--- config.mk ---
export PLATFORM = sky130hd
export DESIGN_NAME = reg_file_2r1w
export DESIGN_NICKNAME = d
export VERILOG_FILES = /design/src/rtl/reg_file_2r1w.sv
export SDC_FILE = /design/constraint.sdc
export NUM_CORES = 1
export LEC_CHECK = 0
export BUFFER_PORTS_ARGS = -buffer_cell sky130_fd_sc_hd__clkbuf_2
export CORE_MARGIN = 1
export CORE_UTILIZATION = 40
export DETAILED_ROUTE_END_ITERATION = 6
export SETUP_SLACK_MARGIN = 0.2
export SLEW_MARGIN = 20
export SYNTH_ARGS = -nofsm -noshare
export SYNTH_HDL_FRONTEND = slang
export SYNTH_SLANG_ARGS = --single-unit
--- constraint.sdc ---
create_clock -name clk -period 1.8 [get_ports clk]
set_input_delay 0.36 -clock clk [delete_from_list [all_inputs] [get_ports clk]]
set_output_delay 0.36 -clock clk [all_outputs]
set_load 0.005 [all_outputs]
--- src/rtl/reg_file_2r1w.sv ---
// reg_file_2r1w: 2-read/1-write register file with post-reset clear walk; define REGFILE_BYPASS_EN for write-to-read forwarding
module reg_file_2r1w #(
  parameter int WIDTH  = 8,
  parameter int ADDR_W = 4
) (
  input  logic              clk,
  input  logic              CLR,
  input  logic              LoadReg,
  input  logic [ADDR_W-1:0] WrAddr,
  input  logic [WIDTH-1:0]  reg_in,
  input  logic [ADDR_W-1:0] RdAddrA,
  input  logic [ADDR_W-1:0] RdAddrB,
  output logic [WIDTH-1:0]  reg_outA,
  output logic [WIDTH-1:0]  reg_outB,
  output logic              ready
);
  localparam int DEPTH = 2**ADDR_W;
  typedef enum logic {CLEAR, RUN} state_t;
  state_t            r_state, w_state_nxt;
  logic [ADDR_W-1:0] r_ptr, w_ptr_nxt;
  logic              r_ready, w_ready_nxt;
  logic [WIDTH-1:0]  r_mem [DEPTH];
  logic              w_last, w_clearing, w_we;
  logic [ADDR_W-1:0] w_wa;
  logic [WIDTH-1:0]  w_wd;
  assign w_last     = r_ptr == ADDR_W'(DEPTH - 1);
  assign w_clearing = CLR || r_state == CLEAR;
  // Clear walk advances one entry per edge and hands over to RUN after the last entry
  always_comb begin
    w_state_nxt = r_state;
    w_ptr_nxt   = r_ptr;
    w_ready_nxt = r_ready;
    if (r_state == CLEAR) begin
      w_ptr_nxt   = r_ptr + 1'b1;
      w_state_nxt = w_last ? RUN : CLEAR;
      w_ready_nxt = w_last;
    end
  end
  // Reset restarts the walk from entry 0 regardless of current state
  always_ff @(posedge clk) begin
    if (CLR) begin
      r_state <= CLEAR;
      r_ptr   <= '0;
      r_ready <= 1'b0;
    end else begin
      r_state <= w_state_nxt;
      r_ptr   <= w_ptr_nxt;
      r_ready <= w_ready_nxt;
    end
  end
  // Single write port shared by reset, clear walk and user writes; user writes only land in RUN
  always_comb begin
    w_we = w_clearing || (r_state == RUN && LoadReg);
    w_wa = CLR ? '0 : r_state == CLEAR ? r_ptr : WrAddr;
    w_wd = w_clearing ? '0 : reg_in;
  end
  // Storage update
  always_ff @(posedge clk) begin
    if (w_we) r_mem[w_wa] <= w_wd;
  end
  assign ready = r_ready;
`ifdef REGFILE_BYPASS_EN
  logic w_fwd_a, w_fwd_b;
  assign w_fwd_a  = LoadReg && RdAddrA == WrAddr;
  assign w_fwd_b  = LoadReg && RdAddrB == WrAddr;
  assign reg_outA = !r_ready ? '0 : w_fwd_a ? reg_in : r_mem[RdAddrA];
  assign reg_outB = !r_ready ? '0 : w_fwd_b ? reg_in : r_mem[RdAddrB];
`else
  assign reg_outA = r_ready ? r_mem[RdAddrA] : '0;
  assign reg_outB = r_ready ? r_mem[RdAddrB] : '0;
`endif
endmodule

==> summary.txt <==
Max Freq - 0.429 GHz
Min Tclk post-route - 2.33 ns
RR Endpoint - r_mem[2][4]$_DFFE_PP_
Most common library cell in the layout ignoring fill and taps - edfxtp_1
Site Rows - 46
Worst slew pin tran - 0.503 ns
Reg-to-reg setup timing slack - 0.18 ns
Register-to-Register Path Depth - 7
Via-to-Cell Ratio - 5.72
Initial core utilization - 41.1%
Synth Net Count - 390
DRC - 0
P_leak - 3.25 nW
Die X - 130 um
Post-synth EDFFs - 128
Clock sink total - 134
RSZ-0062 raised after global routing - true
Setup CP Type - reg -> out
Critical Path RT - 1.44 ns
Highest metal used - met4
Final Setup Violations - 16
CTS buffer count - 17
Layout Area Growth over Synthesis - 34.7%
Fin. Hold Viols - 0
Mapped Area - 6580 um2
Design Power - 7.49 mW
Share of layout cells above drive strength 1 - 51.9%
Slew Limit Fails - 0
# diodes - 0
Worst vdd ir - 659 uV
Post-synth cell types - 37
First-pass GRT wire length - 25000 um
Clock latency on the worst-skew pair - 0.42 ns
Final WL - 16800 um
Dpl hpwl - 11900 um
Hold Path Class - in -> reg
R2r startpoint - r_state$_SDFF_PP0_
Pwr Density - 844 nW/um2
Die area - 17000 um2
Critical path arrival - 1.97 ns
Commonest cells after routing, fill and taps aside - edfxtp_1, mux4_2, buf_4
Hold-fix buffers at CTS - 0
Number of H-tree levels - 4
CP endpoint - reg_outB[3]
Ys flop type - edfxtp_1
Max-Cap Viols - 0
Met2 wire len - 8330 um
Post-placement cell count - 671
Layout Skew - 0.00391 ns
Setup crit end kind - primary output
Crit-path max FO - 2
Number of global-route vias before repair - 4266
Sequential fraction of the synthesis area - 60.2%
Post-layout instance area - 8870 um2
Number of synthesized register bits - 134
GP Congestion - 0.870
Fraction of registers with async set/reset - 0%
Post-Layout Cell Count - 711
Final #Nets - 506
CTS tree - built
WL/cell - 23.6 um
1st-iter DRT viols - 355
Initial antenna violation count - 0
Violated checks - setup timing
Overall global routing resource usage - 21.5%
Post-route worst setup slack - -0.531 ns
Die Y - 130 um
Largest net degree at the start of global routing - 20
Bufs on Longest Clock Path - 2
Top Ports - 40
Pre-antenna DRT Iters - 5
Clk root buf - clkbuf_16
Status - complete, but fails checks
Via Count - 4065
Worst-path clk slew - 0.06 ns
Crit path launch type - register
Syn Inst Count - 366
Synthesis Warnings - 0
Grt ovf - 0
Avg Inst Size Synth - 18.0 um2
WL met3 - 975 um
Core Box Area - 16000 um2
Max_slew headroom - 66.4%
Placed cell area - 7830 um2
Post-route clock period utilization - 130%
Tightest hold margin - 0.307 ns
IO buf count - 39
DRT met1 WL - 7010 um
Antenna-violating nets left - 0
Critical path origin - r_mem[10][3]$_DFFE_PP_
kinds of logic after synthesis:
family                   synth area share (%)
AND/OR/NAND/NOR                          5.61
multiplexers                             26.4
buffers and inverters                    2.89
AO/OA/AOI/OAI                            4.39
flip-flops                               60.2
adder cells (fa/ha/maj)                 0.190
XOR/XNOR                                0.266
metal layers:
metal | track usage, % | vias to the layer above
met5 | 0 | -
met4 | 9.03 | 0
met3 | 6.72 | 34
met2 | 35.4 | 149
met1 | 26.3 | 2114
li1 | - | 1768
final cells by class:
class	count	area [um2]
timing repair buffer	118	1240
sequential	134	3970
clock buffer	27	567
clock inverter	5	30.0
tap	216	270
fill	1269	7130
multi-input combinational	208	2770
inverter	3	11.3
stage by stage:
stage	worst slack, ns	setup TNS, ns	utilization [%]
2_1_floorplan	-0.0305	-0.124	-
3_3_place_gp	-0.401	-5.91	48.9
3_5_place_dp	-0.424	-7.36	48.9
4_1_cts	-0.534	-6.61	54.2
5_1_grt	-0.595	-7.27	55.4
6_report	-0.531	-6.30	55.4
report_power, final:
part           internal [mW]  switching (mW)
Combinational          0.353           0.308
Clock                   2.15            1.24
Sequential              3.42          0.0240
repair_timing:
item | 4_1_cts | 5_1_grt
setup buffers | 4 | 3
endpoints found under the setup margin | 144 | 135
resized for setup | 42 | 33
pin swaps | 12 | 22
gates cloned | 1 | 0
Yosys cell counts (2+ instances only):
master    count  area, um2
a21oi_1       5       25.0
buf_4         2       15.0
nor3_1        2       10.0
mux4_1       27        709
edfxtp_1    128       3840
clkbuf_1      3       11.3
mux4_2       30        676
o21ai_0       2       10.0
and2_1       12       75.1
a221o_1       6       60.1
nand3_1       2       10.0
dfxtp_1       6        120
buf_2        10       50.1
nand2_1      11       41.3
buf_6         2       22.5
o22ai_1      10       62.6
nor2_1       27        101
nand2b_1      6       37.5
mux2i_1      33        330
nor2b_1       7       43.8
inv_1         3       11.3
and3_1        6       37.5
buf_12        4       80.1
a22oi_1       4       30.0
a22o_1        6       52.6
worst min path at each step:
stage	from	to	slack [ns]	cells past startpoint
6_report	CLR	ready$_SDFFE_PP0N_	0.31	2
3_5_place_dp	r_ptr[3]$_SDFFE_PP0N_	r_ptr[3]$_SDFFE_PP0N_	0.53	2
2_1_floorplan	r_ptr[3]$_SDFFE_PP0N_	r_ptr[3]$_SDFFE_PP0N_	0.48	2
5_1_grt	CLR	ready$_SDFFE_PP0N_	0.33	2
3_3_place_gp	r_ptr[3]$_SDFFE_PP0N_	r_ptr[3]$_SDFFE_PP0N_	0.51	2
4_1_cts	CLR	ready$_SDFFE_PP0N_	0.29	2
registers in the layout, indices dropped and copies added, names as in the netlist:
name,count
r_state,1
ready,1
r_mem,128
r_ptr,4
critical path: stages (launching register included):
cell and delay (ns):
edfxtp_1 0.40, mux4_2 0.52, a22o_1 0.20, a221o_1 0.31
clkbuf_2 0.11
(Power assumes the default switching activity.)
